`config.mk`:
```
export PLATFORM = sky130hd
export DESIGN_NAME = elevator_ctrl
export DESIGN_NICKNAME = d
export VERILOG_FILES = /design/src/rtl/elev_pkg.sv /design/src/rtl/tick_sync.sv /design/src/rtl/elevator_ctrl.sv
export SDC_FILE = /design/constraint.sdc
export NUM_CORES = 1
export LEC_CHECK = 0
export CAP_MARGIN = 40
export CORE_UTILIZATION = 43
export DETAILED_ROUTE_END_ITERATION = 10
export PLACE_DENSITY = 0.71
export SYNTH_ARGS = -nofsm -noshare
export SYNTH_HDL_FRONTEND = slang
export SYNTH_HIERARCHICAL = 1
export SYNTH_SLANG_ARGS = --single-unit
```
`constraint.sdc`:
```
create_clock -name clk100mhz -period 2.22 [get_ports clk100mhz]
set_clock_uncertainty 0.05 [all_clocks]
set_input_delay 0.444 -clock clk100mhz [delete_from_list [all_inputs] [get_ports clk100mhz]]
set_output_delay 0.444 -clock clk100mhz [all_outputs]
set_load 0.005 [all_outputs]
```
`src/rtl/elev_pkg.sv`:
```
// Shared types and default sizing for the elevator car controller.
package elev_pkg;

    localparam int DEF_FLOORS     = 4;
    localparam int DEF_DOOR_TICKS = 3;

    typedef enum logic [1:0] {
        IDLE,
        MOVE_UP,
        MOVE_DOWN,
        DOOR_OPEN
    } state_t;

endpackage

```
`src/rtl/tick_sync.sv`:
```
// Brings a slow asynchronous clock-like signal into the clk domain and emits a
// one-cycle pulse for each of its rising edges.
module tick_sync (
    input  logic clk,
    input  logic rst,
    input  logic async_in,
    output logic tick
);

    logic sync1;
    logic sync2;
    logic prev;

    always_ff @(posedge clk or posedge rst) begin
        if (rst) begin
            // Reset high: an input already high at release must not look like a rising edge.
            sync1 <= 1'b1;
            sync2 <= 1'b1;
            prev  <= 1'b1;
            tick  <= 1'b0;
        end else begin
            // NOTE: non-blocking assignments give every flop its old neighbour's value,
            // which is what makes this a shift chain rather than a single wire.
            sync1 <= async_in;
            sync2 <= sync1;
            prev  <= sync2;
            tick  <= sync2 & ~prev;
        end
    end

endmodule

```
`src/rtl/elevator_ctrl.sv`:
```
// SCAN elevator car controller: latches floor requests, steps one floor per
// divided-clock tick and holds the door open for a fixed number of ticks.
module elevator_ctrl
    import elev_pkg::*;
#(
    parameter  int FLOORS     = DEF_FLOORS,
    parameter  int DOOR_TICKS = DEF_DOOR_TICKS,
    localparam int FW         = $clog2(FLOORS)
) (
    input  logic              clk100mhz,
    input  logic              rst,
    input  logic              clk3hz,
    input  logic [FLOORS-1:0] req_btn,
    output logic [FW-1:0]     floor,
    output logic              moving_up,
    output logic              moving_down,
    output logic              door_open,
    output logic [FLOORS-1:0] req_pending
);

    localparam int CW = $clog2(DOOR_TICKS + 1);

    state_t            state;
    logic              dir;
    logic [FLOORS-1:0] req;
    logic [CW-1:0]     door_cnt;
    logic              tick;

    logic              above;
    logic              below;
    logic              here;
    logic              go_up;
    logic              go_down;
    logic [FW-1:0]     floor_up;
    logic [FW-1:0]     floor_dn;
    logic [FLOORS-1:0] req_set;
    logic [FLOORS-1:0] req_clr;

    tick_sync u_tick_sync (
        .clk      (clk100mhz),
        .rst      (rst),
        .async_in (clk3hz),
        .tick     (tick)
    );

    assign floor_up = floor + 1'b1;
    assign floor_dn = floor - 1'b1;

    always_comb begin
        // NOTE: every variable gets a value before any conditional code, so no
        // path through the block can leave it unassigned and infer a latch.
        above = 1'b0;
        below = 1'b0;
        for (int i = 0; i < FLOORS; i++) begin
            if (FW'(i) > floor) above = above | req[i];
            if (FW'(i) < floor) below = below | req[i];
        end
        here = req[floor];
    end

    // Keep going the current way while work lies ahead; otherwise turn around.
    assign go_up   = above && (dir  || !below);
    assign go_down = below && (!dir || !above);

    always_comb begin
        req_set = req_btn;
        req_clr = '0;
        if (state == DOOR_OPEN) req_set[floor] = 1'b0;
        case (state)
            IDLE:      if (here)                     req_clr[floor]    = 1'b1;
            MOVE_UP:   if (tick && req[floor_up])    req_clr[floor_up] = 1'b1;
            MOVE_DOWN: if (tick && req[floor_dn])    req_clr[floor_dn] = 1'b1;
            default:   ;
        endcase
    end

    always_ff @(posedge clk100mhz or posedge rst) begin
        if (rst) begin
            state    <= IDLE;
            floor    <= '0;
            dir      <= 1'b1;
            req      <= '0;
            door_cnt <= '0;
        end else begin
            req <= (req | req_set) & ~req_clr;
            case (state)
                IDLE: begin
                    if (here) begin
                        state    <= DOOR_OPEN;
                        door_cnt <= CW'(DOOR_TICKS);
                    end else if (go_up) begin
                        state <= MOVE_UP;
                        dir   <= 1'b1;
                    end else if (go_down) begin
                        state <= MOVE_DOWN;
                        dir   <= 1'b0;
                    end
                end
                MOVE_UP: begin
                    if (tick) begin
                        floor <= floor_up;
                        if (req[floor_up]) begin
                            state    <= DOOR_OPEN;
                            door_cnt <= CW'(DOOR_TICKS);
                        end
                    end
                end
                MOVE_DOWN: begin
                    if (tick) begin
                        floor <= floor_dn;
                        if (req[floor_dn]) begin
                            state    <= DOOR_OPEN;
                            door_cnt <= CW'(DOOR_TICKS);
                        end
                    end
                end
                DOOR_OPEN: begin
                    if (tick) begin
                        door_cnt <= door_cnt - 1'b1;
                        // Last tick of the dwell: schedule as from IDLE, but the
                        // current floor cannot be pending because its button is masked.
                        if (door_cnt == CW'(1)) begin
                            if (go_up) begin
                                state <= MOVE_UP;
                                dir   <= 1'b1;
                            end else if (go_down) begin
                                state <= MOVE_DOWN;
                                dir   <= 1'b0;
                            end else begin
                                state <= IDLE;
                            end
                        end
                    end
                end
                default: state <= IDLE;
            endcase
        end
    end

    assign moving_up   = (state == MOVE_UP);
    assign moving_down = (state == MOVE_DOWN);
    assign door_open   = (state == DOOR_OPEN);
    assign req_pending = req;

endmodule

```
==> metrics, run 1 <==
status completed; crit end category output port; Final Max Tran Viols 0; WS Path Type flip-flop to output port; Synth Area per Inst 9.55 um^2; Detailed Routing Iterations Pass 1 4; Post-Synth Adder-Cell Area 14.3%; reg-to-reg endpoint door_cnt[0]; Synth cell types 38; slew margin rel. 71.1%; Synth Area in Compound Gates 21.9%; main combinational cell family by area after synthesis compound AO/OA/AOI/OAI gates; grt ovf 0; placed insts 168; synthesized area 1140 um^2; clock latency on the worst-skew pair 0.29 ns; I/O pin cnt 16; Die Span Y 53.4 um; global-route wire length before repair 4.32 mm; row count 18; total inserted antenna cells 0; critical path startpoint category flip-flop; ys async rst share 100%; crit path launch state[1]; DRT iter0 DRCs 26; CP Data Arrival Time 1.67 ns; nets 164; post-DR wirelength/cell 15.3 um; pre-CTS WS 0.0571 ns; CTS Buf Count 3; CTS tree yes; Max VDD drop 0.00103 V; sequential-to-total area share from yosys stat 33.5%; yosys warns 6; vias in the first global route 969; # fillers 220; Final Non-Filler Cells 173; Initial Util 45.9%; top-count cell post-synth nand2_1; FF+latch count, synth 15; Cell Area, Placed 1370 um^2; FF-to-FF path depth 7; initial antenna violation count 0; ys flop type dfrtp_1; post-route cell area 1420 um^2; Clock Pin Slew Worst Setup and Hold Paths 0.10 ns; commonest cells in the netlist nand2_1 (15), ha_1 (13), dfrtp_1 (11), inv_1 (11), a21oi_1 (9); Post-DP HPWL 2.07 mm; hold_ws 0.287 ns; port bufs 15; P_leak 0.000585 uW; CTS Sinks 15; GRT Total Usage 21.4%; worst setup margin 0.0557 ns; vias 995; CTS Root Cell clkbuf_4; core area 2480 um^2; final hold violations 0; area grow syn2layout 24.8%; Synth Instances 119; reg-to-reg slack, setup 0.14 ns; Crit Reg-Reg Startpoint floor[0]; Achievable Freq 462 MHz; unrepaired setup endpoints after global routing true; Vias per Instance 5.75; capture point of the worst path door_open; xor and xnor area share after synthesis 0.771%; Power Dens Cells 1510 nW/um^2; area leader, netlist dfrtp_1; HP Class input port to async pin; fin crit period 2.16 ns; cts hold-fix bufs 0; max cap viols 0; Total Power 2140 uW; endpoints failing setup 0; maximum number of pins on one net before global-route repair 12; H-tree depth 1; final WL 2.66 mm; top-area cell type share of the netlist area 24.2%; number of synthesized flops with an enable pin 0; Post-Synth Simple-Gate Area 15.2%; final worst path period share 97.5%; synth top area cells dfrtp_1 (24%), ha_1 (14%), dfstp_2 (9.3%); Least-Margin Pin Slew 0.434 ns; clk buf depth 2; critical path peak fanout 9; post-synthesis mux area share 8.70%; Post-Syn Nets 139; remaining routing DRC violations 0; total die area 2850 um^2; Antenna Nets Post-Route 0; share of layout cells above drive strength 1 23.1%; Worst EP required 1.73 ns; GPL Wtd Cong 0.878; Die W 53.4 um
## registers in the layout, indices dropped and copies added, names as in the netlist
register	count
state	2
door_cnt	2
u_tick_sync/prev	1
u_tick_sync/tick	1
u_tick_sync/sync1	1
u_tick_sync/sync2	1
floor	2
req_pending	4
dir	1
## critical path, cell delays in order (launching register included)
cell and delay (ns):
dfrtp_1 0.41, ha_1 0.39, clkdlybuf4s50_1 0.57
## through the flow
step | utilization (%) | setup TNS (ns)
global placement | 55.3 | 0
CTS | 56.5 | 0
global route | 57.2 | -0.0210
floorplan | - | 0
finish | 57.2 | 0
detailed placement | 55.3 | 0
## logic make-up (layout without fill, tap and decap cells)
logic type               count (synthesis)  count (layout)
multiplexers                             8               8
adder cells (fa/ha/maj)                 13              13
flip-flops                              15              15
XOR/XNOR                                 1               1
buffers and inverters                   15              39
AO/OA/AOI/OAI                           33              33
AND/OR/NAND/NOR                         34              34
## routing by layer
| layer | part of all wire [%] | track usage [%] | vias up |
|---|---|---|---|
| li1 | - | - | 476 |
| met1 | 45 | 27.0 | 483 |
| met2 | 48 | 35.2 | 34 |
| met3 | 6.4 | 6.90 | 2 |
| met4 | 0.53 | 3.95 | 0 |
| met5 | 0 | 0 | - |
## final cells by class
cell class	count	area, um^2	area share (%)
clock buffer	3	22.5	1.59
clock inverter	1	7.51	0.530
tap	30	37.5	2.65
multi-input combinational	89	708	50.0
timing repair buffer	24	218	15.4
sequential	15	383	27.0
inverter	11	41.3	2.91
## layout by cell type, fill, tap and decap left out, types with 2 or more instances in the layout
cell type / Yosys / routed
clkbuf_4: 0 / 3
mux2_2: 5 / 5
o221ai_1: 2 / 2
nor2_1: 5 / 5
dfrtp_1: 11 / 9
clkdlybuf4s50_1: 0 / 15
dfstp_2: 4 / 4
a22o_1: 3 / 3
ha_2: 0 / 2
dfrtp_2: 0 / 2
mux2i_1: 2 / 2
ha_1: 13 / 11
o21ai_0: 2 / 2
nand2b_1: 4 / 4
a221oi_2: 1 / 2
buf_4: 0 / 9
nand2_1: 15 / 15
nor3_1: 3 / 2
inv_1: 11 / 11
a221oi_1: 5 / 4
a21oi_1: 9 / 9
## how the worst min path moves through the flow
| stage | from | endpoint | slack [ns] | depth (start not counted) |
|---|---|---|---|---|
| floorplan | rst | u_tick_sync/tick | 0.16 | 1 |
| global placement | u_tick_sync/sync1 | u_tick_sync/sync2 | 0.30 | 0 |
| detailed placement | u_tick_sync/sync1 | u_tick_sync/sync2 | 0.30 | 0 |
| CTS | rst | u_tick_sync/tick | 0.28 | 2 |
| global route | rst | u_tick_sync/tick | 0.30 | 2 |
| finish | rst | u_tick_sync/tick | 0.29 | 2 |
## where the power goes
part           internal, uW  switching, uW  total (uW)
clock                  68.7           97.9         167
sequential              385            106         491
combinational           731            748        1480
## timing repair
action                                  in CTS  in global routing
gates resized for setup                      0                  3
setup buffers                                0                  1
endpoints found under the setup margin       0                  5
Note: power is estimated with default switching activity, not from simulation.
==> run 2, diff against run 1 <==
--- a/config.mk
+++ b/config.mk
@@ -5,6 +5,7 @@
 export SDC_FILE = /design/constraint.sdc
 export NUM_CORES = 1
 export LEC_CHECK = 0
+export ABC_AREA = 0
 export CAP_MARGIN = 40
 export CORE_UTILIZATION = 43
 export DETAILED_ROUTE_END_ITERATION = 10
==> results of run 2 <==
Same layout as run 1: the final DEF is identical, and so are final timing and power.
